`config.mk`:
```
export PLATFORM = sky130hd
export DESIGN_NAME = uart_echo_fifo
export DESIGN_NICKNAME = d
export VERILOG_FILES = /design/src/rtl/uart_echo_fifo.sv
export SDC_FILE = /design/constraint.sdc
export NUM_CORES = 1
export LEC_CHECK = 0
export ABC_CLOCK_PERIOD_IN_PS = 5900
export BUFFER_PORTS_ARGS = -buffer_cell sky130_fd_sc_hd__buf_2
export CAP_MARGIN = 20
export CORE_UTILIZATION = 55
export CTS_BUF_LIST = sky130_fd_sc_hd__clkbuf_4 sky130_fd_sc_hd__clkbuf_8
export DETAILED_ROUTE_END_ITERATION = 6
export PLACE_DENSITY = 0.69
export SLEW_MARGIN = 20
export SYNTH_ARGS = -nofsm -noshare
export SYNTH_HDL_FRONTEND = slang
export SYNTH_SLANG_ARGS = --single-unit
```
`constraint.sdc`:
```
create_clock -name clock -period 5.9 [get_ports clock]
set_clock_uncertainty 0.1 [all_clocks]
set_input_delay 0.295 -clock clock [delete_from_list [all_inputs] [get_ports clock]]
set_output_delay 0.295 -clock clock [all_outputs]
set_load 0.02 [all_outputs]
```
`src/rtl/uart_echo_fifo.sv`:
```
// uart_echo_fifo: buffered UART loopback. Received frames are checked
// (optional parity, stop bit); good payloads are queued in a FIFO and
// retransmitted in arrival order. Status is reported on the LED outputs.
//
// Internal handshake: push is a one-cycle strobe from the rx FSM, pop a
// one-cycle strobe from the tx FSM. A push is written when the FIFO is not
// full or a pop happens in the same cycle. A pop is only issued when the
// FIFO is non-empty, so it always reads valid data.
module uart_echo_fifo #(
  parameter int CLK_HZ       = 12000000,
  parameter int BIT_RATE     = 9600,
  parameter int PAYLOAD_BITS = 8,
  parameter int PARITY       = 0,
  parameter int FIFO_DEPTH   = 16
) (
  input  logic       clock,
  input  logic       reset,
  input  logic       rx_pin,
  output logic       tx_pin,
  output logic [7:0] left_leds,
  output logic [4:0] right_leds,
  output logic [2:0] rx_state_dbg,
  output logic [2:0] tx_state_dbg
);

  localparam int CPB  = CLK_HZ / BIT_RATE;
  localparam int HALF = CPB / 2;
  localparam int CW   = $clog2(CPB);
  localparam int AW   = $clog2(FIFO_DEPTH);
  localparam logic          PAR_ODD  = (PARITY == 2);
  localparam logic          PAR_EN   = (PARITY != 0);
  localparam logic [CW-1:0] CNT_LAST = CW'(CPB - 1);
  localparam logic [CW-1:0] CNT_HALF = CW'(HALF - 1);
  localparam logic [2:0]    BIT_LAST = 3'(PAYLOAD_BITS - 1);

  typedef enum logic [2:0] {
    R_IDLE, R_START, R_DATA, R_PARITY, R_STOP, R_BREAK
  } rx_state_t;

  typedef enum logic [2:0] {
    T_IDLE, T_START, T_DATA, T_PARITY, T_STOP
  } tx_state_t;

  // Synchroniser
  logic rx_meta, rx_sync;

  // Receiver
  rx_state_t               rx_state, rx_state_n;
  logic [CW-1:0]           rx_cnt;
  logic [2:0]              rx_bit;
  logic [PAYLOAD_BITS-1:0] rx_shift;
  logic                    rx_par_bad;
  logic                    rx_half, rx_tick;
  logic                    push, set_frame_err, set_parity_err;

  // FIFO
  logic [PAYLOAD_BITS-1:0] mem [FIFO_DEPTH];
  logic [AW:0]             wr_ptr, rd_ptr, count;
  logic                    full, empty, wr_en;
  logic [PAYLOAD_BITS-1:0] rd_data;

  // Transmitter
  tx_state_t               tx_state, tx_state_n;
  logic [CW-1:0]           tx_cnt;
  logic [2:0]              tx_bit;
  logic [PAYLOAD_BITS-1:0] tx_shift;
  logic                    tx_par, tx_tick, tx_pin_n, tx_pin_q, pop;

  // Stall point that holds queued bytes in the FIFO; inactive in normal use.
  logic pop_stall;
  assign pop_stall = 1'b0;

  // Status
  logic overflow, frame_err, parity_err;

  // Two-flop synchroniser on the asynchronous rx line, idles high.
  always_ff @(posedge clock or negedge reset) begin
    if (!reset) begin
      rx_meta <= 1'b1;
      rx_sync <= 1'b1;
    end else begin
      rx_meta <= rx_pin;
      rx_sync <= rx_meta;
    end
  end

  assign rx_half = (rx_cnt == CNT_HALF);
  assign rx_tick = (rx_cnt == CNT_LAST);

  // Receiver next-state and accept/reject strobes.
  always_comb begin
    rx_state_n     = rx_state;
    push           = 1'b0;
    set_frame_err  = 1'b0;
    set_parity_err = 1'b0;
    case (rx_state)
      R_IDLE:   if (!rx_sync) rx_state_n = R_START;
      R_START:  if (rx_half) rx_state_n = rx_sync ? R_IDLE : R_DATA;
      R_DATA:   if (rx_tick && rx_bit == BIT_LAST) rx_state_n = PAR_EN ? R_PARITY : R_STOP;
      R_PARITY: if (rx_tick) rx_state_n = R_STOP;
      R_STOP: begin
        if (rx_tick) begin
          if (rx_sync) begin
            rx_state_n = R_IDLE;
            if (rx_par_bad) set_parity_err = 1'b1;
            else            push           = 1'b1;
          end else begin
            // Bad stop (including a break): wait for the line to go high.
            rx_state_n    = R_BREAK;
            set_frame_err = 1'b1;
          end
        end
      end
      R_BREAK:  if (rx_sync) rx_state_n = R_IDLE;
      default:  rx_state_n = R_IDLE;
    endcase
  end

  // Receiver registers: baud counter reloads on every bit boundary or state change.
  always_ff @(posedge clock or negedge reset) begin
    if (!reset) begin
      rx_state   <= R_IDLE;
      rx_cnt     <= '0;
      rx_bit     <= '0;
      rx_shift   <= '0;
      rx_par_bad <= 1'b0;
    end else begin
      rx_state <= rx_state_n;
      rx_cnt   <= (rx_state_n != rx_state || rx_tick) ? '0 : rx_cnt + 1'b1;
      if (rx_state == R_IDLE) begin
        rx_bit     <= '0;
        rx_par_bad <= 1'b0;
      end
      if (rx_state == R_DATA && rx_tick) begin
        rx_shift <= {rx_sync, rx_shift[PAYLOAD_BITS-1:1]};
        rx_bit   <= rx_bit + 1'b1;
      end
      if (rx_state == R_PARITY && rx_tick)
        rx_par_bad <= rx_sync != (^rx_shift ^ PAR_ODD);
    end
  end

  assign count   = wr_ptr - rd_ptr;
  assign full    = (count == (AW+1)'(FIFO_DEPTH));
  assign empty   = (count == '0);
  assign wr_en   = push && (!full || pop);
  assign rd_data = mem[rd_ptr[AW-1:0]];

  // FIFO storage; contents are meaningless once the pointers are reset.
  always_ff @(posedge clock) begin
    if (wr_en) mem[wr_ptr[AW-1:0]] <= rx_shift;
  end

  // FIFO pointers, sticky status flags and the last-accepted payload.
  always_ff @(posedge clock or negedge reset) begin
    if (!reset) begin
      wr_ptr     <= '0;
      rd_ptr     <= '0;
      overflow   <= 1'b0;
      frame_err  <= 1'b0;
      parity_err <= 1'b0;
      left_leds  <= '0;
    end else begin
      if (wr_en) wr_ptr <= wr_ptr + 1'b1;
      if (pop)   rd_ptr <= rd_ptr + 1'b1;
      if (push && full && !pop) overflow <= 1'b1;
      if (set_frame_err)  frame_err  <= 1'b1;
      if (set_parity_err) parity_err <= 1'b1;
      if (push) left_leds <= 8'(rx_shift);
    end
  end

  assign tx_tick = (tx_cnt == CNT_LAST);

  // Transmitter next-state, pop strobe and next line level.
  always_comb begin
    tx_state_n = tx_state;
    pop        = 1'b0;
    tx_pin_n   = tx_pin_q;
    case (tx_state)
      T_IDLE: begin
        if (!empty && !pop_stall) begin
          pop        = 1'b1;
          tx_state_n = T_START;
        end
      end
      T_START:  if (tx_tick) tx_state_n = T_DATA;
      T_DATA:   if (tx_tick && tx_bit == BIT_LAST) tx_state_n = PAR_EN ? T_PARITY : T_STOP;
      T_PARITY: if (tx_tick) tx_state_n = T_STOP;
      T_STOP: begin
        if (tx_tick) begin
          // Chain straight into the next queued byte with no idle gap.
          if (!empty && !pop_stall) begin
            pop        = 1'b1;
            tx_state_n = T_START;
          end else begin
            tx_state_n = T_IDLE;
          end
        end
      end
      default: tx_state_n = T_IDLE;
    endcase
    if (tx_state == T_IDLE || tx_tick) begin
      case (tx_state_n)
        T_START:  tx_pin_n = 1'b0;
        T_DATA:   tx_pin_n = (tx_state == T_DATA) ? tx_shift[1] : tx_shift[0];
        T_PARITY: tx_pin_n = tx_par;
        default:  tx_pin_n = 1'b1;
      endcase
    end
  end

  // Transmitter registers; the line level is registered so it is glitch-free.
  always_ff @(posedge clock or negedge reset) begin
    if (!reset) begin
      tx_state <= T_IDLE;
      tx_cnt   <= '0;
      tx_bit   <= '0;
      tx_shift <= '0;
      tx_par   <= 1'b0;
      tx_pin_q <= 1'b1;
    end else begin
      tx_state <= tx_state_n;
      tx_pin_q <= tx_pin_n;
      tx_cnt   <= (tx_state == T_IDLE || tx_tick) ? '0 : tx_cnt + 1'b1;
      if (pop) begin
        tx_shift <= rd_data;
        tx_par   <= ^rd_data ^ PAR_ODD;
        tx_bit   <= '0;
      end else if (tx_state == T_DATA && tx_tick) begin
        tx_shift <= tx_shift >> 1;
        tx_bit   <= tx_bit + 1'b1;
      end
    end
  end

  assign tx_pin       = tx_pin_q;
  assign right_leds   = {overflow, frame_err, parity_err, full, empty};
  assign rx_state_dbg = rx_state;
  assign tx_state_dbg = tx_state;

endmodule

```
### After elaboration in Yosys (flattened, before gate mapping)

Memories as Yosys holds them, arrays and structs flattened.
Index checks and enable logic that the tools add are counted.

* output and inout bits: 20
* bits of input ports: 3
* bits in registers: 76
* memory bits (writable): 128
* memories kept: 1
* logic and storage cells: 112

Memories
* mem: words 16, width 8, rd ports 1, clocked after memory_dff 0, wr ports 1, line 57 `logic [PAYLOAD_BITS-1:0] mem [FIFO_DEPTH];`

* muxes and demuxes: 44
* add/sub/neg operators: 7
* eq/ne operators: 20
* reductions and logical operators: 21

Operators by type and width (count)
* $mux 3: 16
* $add 11x1->11 const B: 2
* $eq 11x11->1 const B: 2
* $mux 11: 2
* $mux 1: 19
* $eq 3x2->1 const B: 6
* $pmux 3 s6: 1
* $mux 8: 2
* $reduce_xor 8->1: 2
* $eq 3x3->1 const B: 5
* $pmux 3 s5: 1
* $eq 11x10->1 const B: 1
* $add 5x1->5 const B: 2
* $eq 3x1->1 const B: 3
* $logic_and 1x1->1: 8
* $add 3x1->3 const B: 2
* $logic_not 3->1: 2
* $reduce_bool 2->1: 3
* $eq 5x5->1 const B: 1
* $logic_not 5->1: 1
* $sub 5x5->5: 1
* $logic_or 1x1->1: 3
* $ne 3x3->1: 1
* $pmux 1 s3: 1
* 4 further kinds: 5

### Logic depth before layout (Yosys ltp)

* depth in word-level cells: 9
* depth in mapped cells: 12
* depth with buffers taken out: 9

### Worst setup path before layout

No wires, ideal clock.

* path kind: register -> register
* from: reg rd_ptr[2]
* to: mem mem[0][0] (enable)
* cell stages (with the launch flop): 11
* path buffers: 3
* required time: 5.402 ns
* clock period less this slack: 3.450 ns
* data arrival time: 2.952 ns
* path slack: 2.450 ns
* setup time: 0.398 ns
* path through: dfrtp_1 clkbuf_8 clkbuf_1 inv_1 ha_1 o21a_1 o211ai_1 nand4_1 a21o_1 buf_2 nor4b_1

* longest elaborated chain between the ends: 9
* elaborated cells between the ends (all ways): 11
* those cells by class: 1 x add/sub; 1 x eq/ne; 5 x mux; 4 x reduce/logical

Ends and longest elaborated chain
* start: declaration: line 58 `logic [AW:0] wr_ptr, rd_ptr, count;`
* start signal: assignment: line 165 `if (pop) rd_ptr <= rd_ptr + 1'b1;`
* $sub 5x5->5 *: line 143 `assign count = wr_ptr - rd_ptr;`
* $logic_not 5->1: line 145 `assign empty = (count == '0);`
* $mux 1: line 182, 193
* $mux 1: line 191 `if (tx_tick) begin`
* $pmux 1 s2: line 180 `case (tx_state)`
* $logic_or 1x1->1 *: line 146 `assign wr_en = push && (!full || pop);`
* $logic_and 1x1->1 *: line 146
* $mux 1 *: line 151 `if (wr_en) mem[wr_ptr[AW-1:0]] <= rx_shift;`
* $mux 1 (implied by the code) *: line 151
* end: declaration: line 57

Every way passes the cells marked *; elsewhere a longest branch is shown, timed or not.

### Worst setup path after layout

* from: reg rd_ptr[2]
* to: mem mem[10][6] (enable)

The elaborated chain is that of the path after synthesis.

==> impl_metrics.tcl <==
set metrics [dict create \
    num_vias 4997 \
    slew_headroom_pct 24.7 \
    fin_nets 655 \
    ir_drop_v 0.000139 \
    nFillCells 1218 \
    design_area_um2 9820 \
    ant_nets 0 \
    post_cts_buffers 0 \
    post-route-period-util_pct 66.3 \
    synth.distinct_cells 53 \
    drive_above_1_share_pct 19.2 \
    yosysSeqAreaShare_pct 64.0 \
    vias_per_cell 5.70 \
    grt_pass1_wl_um 27300 \
    synth_seq_cells 203 \
    leakagePower_nw 3.40 \
    synth_fp_nets 620 \
    antenna_found_initial 0 \
    netlist_instances 599 \
    grt_pass1_vias 5004 \
    synth_warnings 0 \
    status "completed" \
    clock-sinks 203 \
    cts_max_level 2 \
    netlist_area_um2 8940 \
    grt_overflow_total 0 \
    max_cap_violations 0 \
    dieArea_um2 16800 \
    synth_edf_count 128 \
    hold_class "reg -> reg" \
    dpl-instance-area_um2 9100 \
    drc 0 \
    wire_per_inst_um 19.8 \
    post-route-min-period_ns 3.91 \
    worst_slew_pin_slew_ns 1.13 \
    cts-root-buf "clkbuf_8" \
    cts.clk_slew.worst_paths_ns 0.06 \
    crit_type "reg -> reg" \
    crit_fanout 29 \
    finalNonFillerCells 876 \
    clock.fmax_mhz 256 \
    tritoncts.num_buffers 35 \
    rows 46 \
    cts_resized 0 \
    area_growth_pct 9.84 \
    rsz0062_at_grt "false" \
    drtPass1Iterations 5 \
    yosysTopAreaCellShare_pct 43.0 \
    synth_most_common_cell "edfxtp_1" \
    dpl.hpwl_um 10800 \
    async_reset_ff_share_pct 36.9 \
    synth.avg_cell_area_um2 14.9 \
    power_w 0.00278 \
    cts_hold_buf 2 \
    routed_wl_um 17400 \
    grt_usage_pct 22.0 \
    grt_max_degree 76 \
    synth_top_flop_cell "edfxtp_1" \
    cts_tree "built" \
    finalSetupViolCount 0 \
    die_h_um 130 \
    cp.required_ns 5.96 \
    io_pins 23 \
    drt-initial-drc-count 384 \
    antenna_cells 0 \
    arrival_ns 3.97 \
    synth_area_leaders "edfxtp_1, dfrtp_1, mux4_1" \
    slew_violations 0 \
    powerDensity_nw_per_um2 283 \
    finalSetupTns_ns 0 \
    clockBufferDepth 3 \
    finalHoldViolCount 0 \
    synth.largest_area_cell "edfxtp_1" \
    die_x_um 130 \
    gp_congestion 0.814 \
    initial_core_util_pct 56.3 \
    insertion_delay_ns 0.50 \
    coreArea_um2 15900 \
    cp-start-kind "flip-flop" \
    place_inst 811 \
    cp-end-kind "flip-flop" \
    synth_commonest_cells "edfxtp_1, dfrtp_1, nor2_1" \
    port_buffers 22 \
]
per-stage QoR:
step                setup WS [ns]  hold slack (ns)  util, %
floorplan                    2.45           -0.101        -
detailed placement           2.06            0.258     57.3
global route                 1.72            0.271     61.8
finish                       1.99            0.260     61.8
global placement             2.12            0.247     57.3
CTS                          2.06            0.264     61.8
power by group:
part           internal (W)  total (W)  leakage [nW]  switching (W)
clock network      0.000725    0.00127         0.371       0.000540
registers           0.00150    0.00150          1.90     0.00000105
logic            0.00000228  0.0000128          1.13      0.0000105
registers in the layout, summed over array words and instances, names as in the netlist, 5 cells and up:
register and cells:
left_leds 8, mem 128, rd_ptr 5, rx_cnt 11, rx_shift 8, tx_cnt 11, tx_shift 8, wr_ptr 5
kinds of logic (layout without fill, tap and decap cells):
kind of cell / count (synthesis) / count (layout) / synth area share, %
flip-flops: 203 / 203 / 64.0
AND/OR/NAND/NOR: 143 / 143 / 7.99
AO/OA/AOI/OAI: 79 / 79 / 5.64
multiplexers: 72 / 72 / 12.6
buffers and inverters: 48 / 109 / 3.72
XOR/XNOR: 36 / 36 / 3.53
adder cells (fa/ha/maj): 18 / 18 / 2.52
worst max-delay path: stages (launching register included):
cell	delay (ns)
dfrtp_1	1.08
inv_1	0.12
ha_1	0.33
o21a_1	0.16
o211ai_1	0.21
nand4_1	0.17
a21oi_1	0.80
and4b_1	0.57
per-layer routing:
layer  routed length [µm]  GRT usage [%]  share of wire, %
met1                 7900           30.1                45
met2                 8240           35.2                47
met3                  830           4.75               4.8
met4                  410           8.14               2.4
met5                    0              0                 0
path summary, 6_finish.rpt:
kind                       startpoint          to  slack [ns]  cells past startpoint
max in group asynchronous       reset   rd_ptr[0]        4.61                      2
hold / removal                rx_meta     rx_sync        0.26                      0
min in group asynchronous       reset   rx_cnt[1]        0.38                      2
setup reg to reg            rd_ptr[2]  mem[10][6]        1.99                      7
hold reg to reg               rx_meta     rx_sync        0.26                      0
setup / recovery            rd_ptr[2]  mem[10][6]        1.99                      7
cells in the final DEF, fill, tap and decap left out, types with 3 or more instances in the layout:
| cell | synthesis | routed |
|---|---|---|
| edfxtp_1 | 128 | 128 |
| a21oi_1 | 34 | 34 |
| nor2_1 | 50 | 50 |
| clkbuf_8 | 5 | 37 |
| a22oi_1 | 4 | 4 |
| xor2_1 | 14 | 14 |
| dfstp_2 | 3 | 3 |
| nor3_1 | 6 | 6 |
| ha_1 | 18 | 18 |
| clkbuf_4 | 0 | 9 |
| nand4_1 | 5 | 5 |
| o21ai_0 | 11 | 10 |
| nor4b_1 | 7 | 7 |
| buf_2 | 4 | 21 |
| mux4_2 | 6 | 6 |
| or3_1 | 3 | 3 |
| o211ai_1 | 3 | 3 |
| buf_4 | 7 | 8 |
| xnor2_1 | 22 | 22 |
| nand3_1 | 19 | 19 |
| mux2i_1 | 19 | 19 |
| a22o_1 | 5 | 5 |
| nand2_1 | 27 | 27 |
| mux2_2 | 29 | 29 |
| a2bb2oi_1 | 6 | 6 |
| dfrtp_1 | 72 | 71 |
| inv_1 | 14 | 14 |
| nor2b_1 | 5 | 5 |
| clkinv_1 | 0 | 10 |
| and3_1 | 5 | 5 |
| o22ai_1 | 3 | 3 |
| nand2b_1 | 3 | 3 |
| clkinv_2 | 0 | 5 |
| mux4_1 | 18 | 18 |
| and4b_1 | 4 | 4 |
layout make-up:
class	instances	area, µm²	share of cell area (%)
inverter	15	56.3	0.573
clock inverter	17	123	1.25
sequential	203	5730	58.3
timing repair buffer	31	185	1.89
clock buffer	46	577	5.87
multi-input combinational	348	2880	29.4
tap	216	270	2.75
Power figures use the tool's default switching activity.
